### src/rtl/inst_loader.sv
// Byte-stream instruction loader: packs little-endian bytes into 32-bit words for the imem write port.
// Optional INST_LOADER_CHECKSUM_EN adds a trailing 32-bit sum check reported on load_err.
`timescale 1ns/1ps
module inst_loader #(
  parameter int DEPTH = 32,
  parameter int LEN_W = 6
) (
  input  logic             clock,
  input  logic             reset,
  input  logic             load_start,
  input  logic [LEN_W-1:0] load_len,
  input  logic [7:0]       byte_in,
  input  logic             byte_valid,
  output logic             byte_ready,
  output logic             RegWrite,
  output logic [31:0]      WriteReg,
  output logic [31:0]      WriteData,
  output logic             cpu_hold,
  output logic             load_done,
  output logic             load_err
);

  typedef enum logic [2:0] {IDLE, RECV, WRITE, DONE, CHK} state_t;

  localparam logic [LEN_W-1:0] DEPTH_L = LEN_W'(DEPTH);
`ifdef INST_LOADER_CHECKSUM_EN
  localparam state_t END_ST = CHK;
  logic [31:0] sum;
`else
  localparam state_t END_ST = DONE;
`endif

  state_t           state, state_n;
  logic [LEN_W-1:0] len_q, word_cnt, start_len, word_inc;
  logic [1:0]       byte_cnt;
  logic [31:0]      shreg, asm_word;
  logic             accept, last_byte, start, last_word;
  logic             ready_d, hold_d, write_d, done_d;

  assign start_len = (load_len > DEPTH_L) ? DEPTH_L : load_len;
  assign start     = load_start && (state == IDLE || state == DONE);
  assign accept    = byte_valid && byte_ready;
  assign last_byte = accept && (byte_cnt == 2'd3);
  assign asm_word  = {byte_in, shreg[31:8]};
  assign word_inc  = word_cnt + 1'b1;
  assign last_word = (word_inc == len_q);

  always_ff @(posedge clock) begin
    if (reset) state <= IDLE;
    else       state <= state_n;
  end

  always_comb begin
    state_n = state;
    case (state)
      IDLE, DONE: if (load_start) state_n = (start_len == '0) ? END_ST : RECV;
      RECV:       if (last_byte) state_n = WRITE;
      WRITE:      state_n = last_word ? END_ST : RECV;
`ifdef INST_LOADER_CHECKSUM_EN
      CHK:        if (last_byte) state_n = DONE;
`endif
      default:    state_n = IDLE;
    endcase
  end

  // Outputs are decoded from the next state so they can be registered with the state.
  always_comb begin
    ready_d = (state_n == RECV) || (state_n == CHK);
    hold_d  = (state_n == RECV) || (state_n == WRITE) || (state_n == CHK);
    write_d = (state_n == WRITE);
    done_d  = (state_n == DONE);
  end

  always_ff @(posedge clock) begin
    if (reset) begin
      byte_ready <= 1'b0;
      cpu_hold   <= 1'b0;
      RegWrite   <= 1'b0;
      load_done  <= 1'b0;
      load_err   <= 1'b0;
      WriteReg   <= '0;
      WriteData  <= '0;
      len_q      <= '0;
      word_cnt   <= '0;
      byte_cnt   <= '0;
      shreg      <= '0;
`ifdef INST_LOADER_CHECKSUM_EN
      sum        <= '0;
`endif
    end else begin
      byte_ready <= ready_d;
      cpu_hold   <= hold_d;
      RegWrite   <= write_d;
      load_done  <= done_d;
      if (start) begin
        len_q    <= start_len;
        word_cnt <= '0;
        byte_cnt <= '0;
      end
      if (accept) begin
        shreg    <= asm_word;
        byte_cnt <= byte_cnt + 1'b1;
      end
      if (state == WRITE) word_cnt <= word_inc;
      if (write_d) begin
        WriteReg  <= 32'(word_cnt);
        WriteData <= asm_word;
      end
`ifdef INST_LOADER_CHECKSUM_EN
      if (start) begin
        sum      <= '0;
        load_err <= 1'b0;
      end
      if (write_d) sum <= sum + asm_word;
      if (state == CHK && last_byte) load_err <= (asm_word != sum);
`endif
    end
  end

endmodule

### config.mk
export PLATFORM = sky130hd
export DESIGN_NAME = inst_loader
export DESIGN_NICKNAME = d
export VERILOG_FILES = /design/src/rtl/inst_loader.sv
export SDC_FILE = /design/constraint.sdc
export NUM_CORES = 1
export LEC_CHECK = 0
export CORE_AREA = 2 2 113 82
export CTS_CLUSTER_SIZE = 30
export DETAILED_ROUTE_END_ITERATION = 10
export DIE_AREA = 0 0 115 84
export PLACE_DENSITY = 0.67
export SYNTH_ARGS = -nofsm -noshare
export SYNTH_HDL_FRONTEND = slang
export SYNTH_SLANG_ARGS = --single-unit
### constraint.sdc
create_clock -name clock -period 2 [get_ports clock]
set_clock_uncertainty 0.15 [all_clocks]
set_input_delay 0.4 -clock clock [delete_from_list [all_inputs] [get_ports clock]]
set_output_delay 0.4 -clock clock [all_outputs]
set_load 0.01 [all_outputs]
Yosys cells after proc, flatten, opt, wreduce, memory -nomap -nowiden:

Cells that the tools add are included.

* add/sub/neg operators: 2
* order comparisons: 1
* eq/ne operators: 9
* muxes and demuxes: 10
* reduce and logical (&&, ||, !) cells: 12

Operators with widths (number)
* 6-bit 2-to-1 mux: 3
* 3-bit by 2-bit == test with 1-bit output (second input constant): 4
* 3-bit case mux with 3 select lines: 1
* 2-bit 2-to-1 mux: 4
* 6-bit by 1-bit adder with 6-bit output (second input constant): 1
* 3-bit by 1-bit == test with 1-bit output (second input constant): 2
* 6-bit == test: 1
* 6-bit > comparator (second input constant): 1
* 6-bit logical NOT: 1
* 3-bit 2-to-1 mux: 2
* 1-bit logical OR: 4
* 2-bit nonzero test: 2
* 3-bit == test (second input constant): 1
* 1-bit logical AND: 3
* 3-bit logical NOT: 1
* 2-bit by 1-bit adder with 2-bit output (second input constant): 1
* 2-bit == test (second input constant): 1
* 2-bit OR reduction: 1

* register bits after elaboration: 91
* input bits: 18
* word-level logic and storage cells: 45

Longest topological paths before layout:

Gate-level depths: netlist (run 1).

* word-level depth: 9
* gate-level depth with buffers: 7

Worst setup path before layout (run 1):

OpenSTA, ideal clock, no wires.

* kind: input port to flip-flop
* start: input port load_len[0]
* end: register state[1]
* data arrival time: 1.590 ns
* slack: 0.181 ns
* stages: 4
* path buffers: 0
* cells stage by stage: or4_1 o31a_1 or3_1 o211ai_1

* word-level cells in the longest chain between the ends: 6

RTL lines
* from (decl): RTL line 11 `input logic [LEN_W-1:0] load_len,`
* 6-bit > comparator: RTL line 40 `assign start_len = (load_len > DEPTH_L) ? DEPTH_L : load_len;`
* 6-bit 2-to-1 mux (*): RTL line 40
* 6-bit logical NOT (*): RTL line 56 `IDLE, DONE: if (load_start) state_n = (start_len == '0) ? END_ST : RECV;`
* 2-bit 2-to-1 mux (*): RTL line 56
* 3-bit 2-to-1 mux (*): RTL line 56
* 3-bit case mux with 3 select lines (*): RTL line 55 `case (state)`
* to (signal assigned): RTL line 50 `else state <= state_n;`
* to (decl): RTL line 33 `state_t state, state_n;`

Every way passes the cells marked *; elsewhere a longest branch is shown, timed or not.
A chain may end at the register's enable or synchronous reset.

Worst setup path after layout (run 1):

* start: input port load_len[3]
* end: register state[1]

Same word-level chain as after synthesis.

==> impl_metrics.json, run 1 <==
{
  "path_buf_inv": 1,
  "cap_violations": 0,
  "dp_cells": 575,
  "synthFlopType": "dfxtp_1",
  "hold_path.startpoint": "reset",
  "routabilityCongestion": 0.818,
  "stdcell_count": 591,
  "place.port_buffers": 59,
  "numClockSinks": 83,
  "placed_cell_area_um2": 4000,
  "holdCritPathClass": "input pin to register",
  "die_height_um": 84,
  "antenna_found_initial": 0,
  "status": "complete, no violations",
  "clk_pin_slew_ns": 0.06,
  "hold_depth": 3,
  "rsz0062_at_grt": "false",
  "arrival_ns": 2.05,
  "ir_drop_mv": 0.410,
  "yosysWarnings": 0,
  "num_antenna_cells": 0,
  "rr_worst_depth": 5,
  "pre_cts_ws_ns": -0.319,
  "vias": 2816,
  "synth_seq_cells": 83,
  "fin_crit_ns": 1.95,
  "cellPowerDensity_nw_per_um2": 819,
  "avgSynthCellArea_um2": 8.03,
  "drive_gt1_share_pct": 7.66,
  "drt_iter0_drc": 162,
  "viasPerCell": 4.76,
  "worst_slack_ns": 0.0509,
  "fin_crit_sh_pct": 97.5,
  "synth_area_leaders": "dfxtp_1 (49%), nand2_1 (15%), a21oi_1 (11%)",
  "worst_skew_pair.late_latency_ns": 0.33,
  "grtUsageTotal_pct": 15.8,
  "synth-edff-count": 0,
  "hold_viol": 0,
  "hold_end": "state[0]",
  "die_w_um": 115,
  "fmax_mhz": 513,
  "power_leakage_nw": 1.55,
  "startpoint_type": "input pin",
  "wl_mm": 7.54,
  "overflow": 0,
  "cp_slowest_cell": "clkdlybuf4s50_1",
  "ff2ff_setup_slack_ns": 0.12,
  "ys_seq_area_share_pct": 49.2,
  "grt_pass1_vias": 2566,
  "yosysTopAreaCellShare_pct": 49.2,
  "nets": 498,
  "synthTopCellsByCount": "nand2_1 (138), dfxtp_1 (83), a21oi_1 (76), buf_4 (29), clkbuf_1 (17)",
  "start_util_pct": 38.7,
  "endpoint_kind": "register",
  "yosys.area.top_type": "dfxtp_1",
  "power_mw": 3.54,
  "netlist_instances": 420,
  "crit_path_max_incr_delay_ns": 0.43,
  "r2r-start": "word_cnt[1]",
  "cp_max_fo": 2,
  "crit_chain": "clkdlybuf4s50_1 > or4_1 > o31a_1 > or3_4 > o211ai_1",
  "io_pins": 87,
  "dieArea_um2": 9660,
  "ant_nets": 0,
  "async_flop_share_pct": 0,
  "h-tree-depth": 3,
  "setup_violations": 0,
  "core_area_um2": 8710,
  "grt_pass1_wl_mm": 12.4,
  "cts_tree": "built",
  "criticalPathCategory": "input pin to register",
  "ys_types": 40,
  "yosysMostFrequentCell": "nand2_1",
  "area_growth_pct": 28.2,
  "slew_violations": 0,
  "cts_made_buffers": 9,
  "fin_area_um2": 4330,
  "wire_per_inst_um": 12.8,
  "cts-root-buf": "clkbuf_16",
  "cts_setup_buffers": 0,
  "cp_top_family": "simple AND/OR/NAND/NOR gates",
  "grt_max_degree": 48,
  "dr.pass1.iters": 4,
  "reg2reg_to": "state[1]",
  "placementRows": 29,
  "clockBufferDepth": 2,
  "required_ns": 2.10,
  "drc": 0,
  "hpwl_mm": 5.21,
  "syn-cell-area_um2": 3370
}
## flip-flops by register name, summed over array words and instances (netlist names)
name	count
RegWrite	1
state	3
WriteData	32
cpu_hold	1
byte_cnt	2
byte_ready	1
shreg	24
word_cnt	6
WriteReg	6
load_done	1
len_q	6
## per-stage QoR
step                hold WS, ns  utilization [%]  setup TNS, ns
floorplan                 0.282                -              0
global route              0.245             49.7              0
detailed placement        0.298             45.9         -0.991
finish                    0.223             49.7              0
CTS                       0.207             49.5              0
global placement          0.295             45.9         -0.862
## logic make-up (layout without fill, tap and decap cells)
logic type	count (synthesis)	count (layout)	synth area share (%)
AO/OA/AOI/OAI	93	93	14.5
XOR/XNOR	9	9	2.78
adder cells (fa/ha/maj)	2	2	0.741
buffers and inverters	54	90	9.86
flip-flops	83	83	49.2
other	1	28	0.111
AND/OR/NAND/NOR	178	178	22.7
## report_power, final
| part | internal, mW | leakage (nW) | switching, mW |
|---|---|---|---|
| registers | 1.67 | 0.670 | 0.00931 |
| clock network | 1.04 | 0.152 | 0.653 |
| logic | 0.0687 | 0.733 | 0.104 |
| total | 2.78 | 1.55 | 0.767 |
## per-layer routing
metal,global-route usage [%],wire [um],vias to the layer above
met5,0,0,-
met4,4.49,36,0
met3,4.58,415,4
met2,23.0,3240,68
met1,22.7,3850,1306
li1,-,-,1438
## worst max-delay path by stage
stage | startpoint | endpoint | slack (ns) | cells past startpoint
after global placement | load_len[0] | state[1] | -0.29 | 5
after global routing | word_cnt[2] | state[1] | 0.0009 | 4
after detailed placement | load_len[0] | load_done | -0.32 | 5
after floorplan | load_len[0] | state[1] | 0.18 | 4
after CTS | load_len[0] | load_done | 0.02 | 5
final | load_len[3] | state[1] | 0.05 | 5
## cells in the final DEF (no fill, tap or decap), types with 2 or more instances in the layout
master           synthesis  layout
xnor2_1                  6       6
and2_1                   3       3
clkbuf_8                 0       2
a21oi_1                 76      76
nand3_1                  6       6
dfxtp_1                 83      83
conb_1                   1      28
dlymetal6s2s_1           0       3
xor2_1                   2       2
nand3b_1                 6       6
nor2_1                   8       8
clkbuf_16                0       9
o21ai_0                  2       2
a31oi_1                  2       2
o21ai_1                  7       6
nand2_1                138     138
clkdlybuf4s50_1          0      55
ha_1                     2       2
or4_1                    2       2
and3_1                   3       3
buf_12                   0       2
buf_4                   29      12
or3_1                    3       2
## cell type report
type | count | area [um^2]
Sequential cell | 83 | 1660
Fill cell | 883 | 4380
Timing Repair Buffer | 73 | 723
Inverter | 1 | 3.75
Clock buffer | 11 | 253
Multi-Input combinational cell | 310 | 1490
Tap cell | 108 | 135
Clock inverter | 5 | 60.1
## worst min-delay path, delay by kind of cell
family | cells | cell delay, ns
buf+inv | 1 | 0.08
simple gates | 1 | 0.11
compound gates | 1 | 0.05
## repair_timing
item / CTS / global route
endpoints found under the hold margin: 0 / 0
setup endpoints to repair: 0 / 2
gates resized for setup: 0 / 5
hold buffers: 0 / 0
Note: power is estimated with default switching activity, not from simulation.
==> run 2: changes to the inputs <==
--- a/config.mk
+++ b/config.mk
@@ -10,6 +10,7 @@
 export DETAILED_ROUTE_END_ITERATION = 10
 export DIE_AREA = 0 0 115 84
 export PLACE_DENSITY = 0.67
+export SLEW_MARGIN = 10
 export SYNTH_ARGS = -nofsm -noshare
 export SYNTH_HDL_FRONTEND = slang
 export SYNTH_SLANG_ARGS = --single-unit
==> results of run 2 <==
Final layout, timing and power as in run 1 (identical DEF).
==> run 3: changes to the inputs <==
--- a/config.mk
+++ b/config.mk
@@ -9,7 +9,7 @@
 export CTS_CLUSTER_SIZE = 30
 export DETAILED_ROUTE_END_ITERATION = 10
 export DIE_AREA = 0 0 115 84
-export PLACE_DENSITY = 0.67
+export PLACE_DENSITY = 0.69
 export SLEW_MARGIN = 10
 export SYNTH_ARGS = -nofsm -noshare
 export SYNTH_HDL_FRONTEND = slang
==> constraint.sdc (replaced) <==
create_clock -name clock -period 1.7 [get_ports clock]
set_clock_uncertainty 0.15 [all_clocks]
set_input_delay 0.34 -clock clock [delete_from_list [all_inputs] [get_ports clock]]
set_output_delay 0.34 -clock clock [all_outputs]
set_load 0.01 [all_outputs]
==> run 3 against run 2 <==
Against the previous run:
- the run now ends with setup timing left
- first-iteration DRC count is 20% lower
- via count is 2.3% higher
- design area is 0.46% higher
- utilization is 0.23 points higher
- wire length is 2.4% higher
- final cell count is 0.85% higher
- combinational power is 20% higher
- critical endpoint is now cpu_hold
==> impl_metrics.json, run 3 (synthesized netlist as in run 1, its figures left out) <==
{
  "grt_pass1_vias": 2615,
  "h-tree-depth": 3,
  "path_buf_inv": 0,
  "ir_drop_mv": 0.775,
  "nets": 503,
  "drt_iter0_drc": 130,
  "rsz0062_at_grt": "true",
  "hold_buffers": 0,
  "holdWs_ns": 0.131,
  "die_height_um": 84,
  "overflow": 0,
  "postLayoutCoreUtil_pct": 49.9,
  "grtUsageTotal_pct": 16.5,
  "pre_cts_ws_ns": -0.618,
  "criticalPathCategory": "register to register",
  "cp_top_family": "simple AND/OR/NAND/NOR gates",
  "viasPerCell": 4.83,
  "routabilityCongestion": 0.784,
  "cap_violations": 0,
  "drc": 0,
  "regMostFlops": "WriteData",
  "arrival_ns": 1.82,
  "core_area_um2": 8710,
  "startpoint_type": "register",
  "cts_made_buffers": 9,
  "vias": 2881,
  "power_leakage_nw": 1.82,
  "area_growth_pct": 28.8,
  "crit_chain": "or3b_4 > nor4_4 > o2111a_1 > o21ai_1",
  "fmax_mhz": 572,
  "drive_gt1_share_pct": 10.9,
  "start_util_pct": 38.7,
  "hold_viol": 0,
  "fin_crit_sh_pct": 103,
  "cts-root-buf": "clkbuf_16",
  "ant_nets": 0,
  "die_w_um": 115,
  "worst_skew_pair.late_latency_ns": 0.34,
  "grt_pass1_wl_mm": 12.5,
  "antenna_found_initial": 0,
  "dieArea_um2": 9660,
  "cts_tree": "built",
  "io_pins": 87,
  "holdCritPathClass": "input pin to register",
  "wl_mm": 7.72,
  "violations": "setup timing",
  "setup_violations": 3,
  "placementRows": 29,
  "cellPowerDensity_nw_per_um2": 966,
  "layout_common_cells": "nand2_1 (138), dfxtp_1 (78), a21oi_1 (76)",
  "reg_top3": "WriteData x32, shreg x24",
  "required_ns": 1.77,
  "fin_crit_ns": 1.75,
  "ff2ff_setup_slack_ns": -0.05,
  "numClockSinks": 83,
  "status": "complete, but fails checks",
  "cp_max_fo": 6,
  "num_antenna_cells": 0,
  "crit_path_max_incr_delay_ns": 0.45,
  "dr.pass1.iters": 5,
  "worst_slack_ns": -0.0484,
  "wire_per_inst_um": 13.0,
  "clk_pin_slew_ns": 0.06,
  "cp_slowest_cell": "or3b_4",
  "grt_max_degree": 78,
  "largest_register_ffs": 32,
  "slew_violations": 0,
  "hpwl_mm": 5.29,
  "place.port_buffers": 59,
  "endpoint_kind": "register",
  "layout_commonest_cell": "nand2_1",
  "clockBufferDepth": 2
}
==> run 3: cell types whose count changed in the layout (fill, tap and decap cells not counted), sizes merged <==
cell           before  now
buf                15   22
clkdlybuf4s15       0    1
clkdlybuf4s50      55   12
clkinv              2    1
clkinvlp            1    3
dlygate4sd2         0   38
dlymetal6s2s        3    5
inv                 2    1
==> run 3: final cells by class <==
type / count / area (um^2)
clock buffers: 11 / 253
clock inverters: 5 / 61.3
fillers: 873 / 4360
inverters: 1 / 3.75
multi-input cells: 310 / 1510
flip-flops and latches: 83 / 1670
well taps: 108 / 135
repair buffers: 78 / 712
==> run 3: worst paths after layout <==
path,to,depth (start not counted),startpoint
max,cpu_hold,4,state[2]
min,len_q[3],3,load_len[3]
max reg2reg,cpu_hold,4,state[2]
min reg2reg,WriteData[5],2,WriteData[5]
==> run 3: metrics by stage <==
| stage | TNS [ns] | cells | power (mW) | instance area [um^2] |
|---|---|---|---|---|
| after CTS | -0.0138 | 595 | 4.24 | 4300 |
| after floorplan | -0.0889 | 447 | 2.18 | 3490 |
| final | -0.0714 | 596 | 4.20 | 4350 |
| after global routing | -0.353 | 596 | 4.36 | 4350 |
| after global placement | -10.0 | 579 | 2.22 | 4040 |
| after detailed placement | -11.65 | 579 | 2.22 | 4040 |
==> run 3: routing by layer <==
| metal | up-vias | wire length [um] | global-route usage (%) |
|---|---|---|---|
| met4 | 0 | 55 | 3.83 |
| met2 | 78 | 3240 | 23.1 |
| met5 | - | 0 | 0 |
| met3 | 6 | 545 | 7.77 |
| met1 | 1336 | 3880 | 22.9 |
| li1 | 1461 | - | - |
==> run 3: power by group <==
group | total [mW] | switching, mW | internal [mW] | leakage (nW)
sequential | 1.97 | 0.0115 | 1.96 | 0.672
clock | 2.02 | 0.798 | 1.22 | 0.144
combinational | 0.207 | 0.126 | 0.0807 | 1.01
total | 4.20 | 0.935 | 3.26 | 1.82
==> run 3: what timing repair did <==
item	CTS	global route
hold endpoints to repair	0	0
resized for setup	49	13
buffers inserted	0	1
pin swaps	6	5
setup endpoints to repair	41	19
==> run 3: worst register-to-register path: cells and delay by family, from the launching register on <==
kind             cells  cell delay, ns
AND/OR/NAND/NOR      2            0.81
AO/OA/AOI/OAI        2            0.35
flip-flops           1            0.32
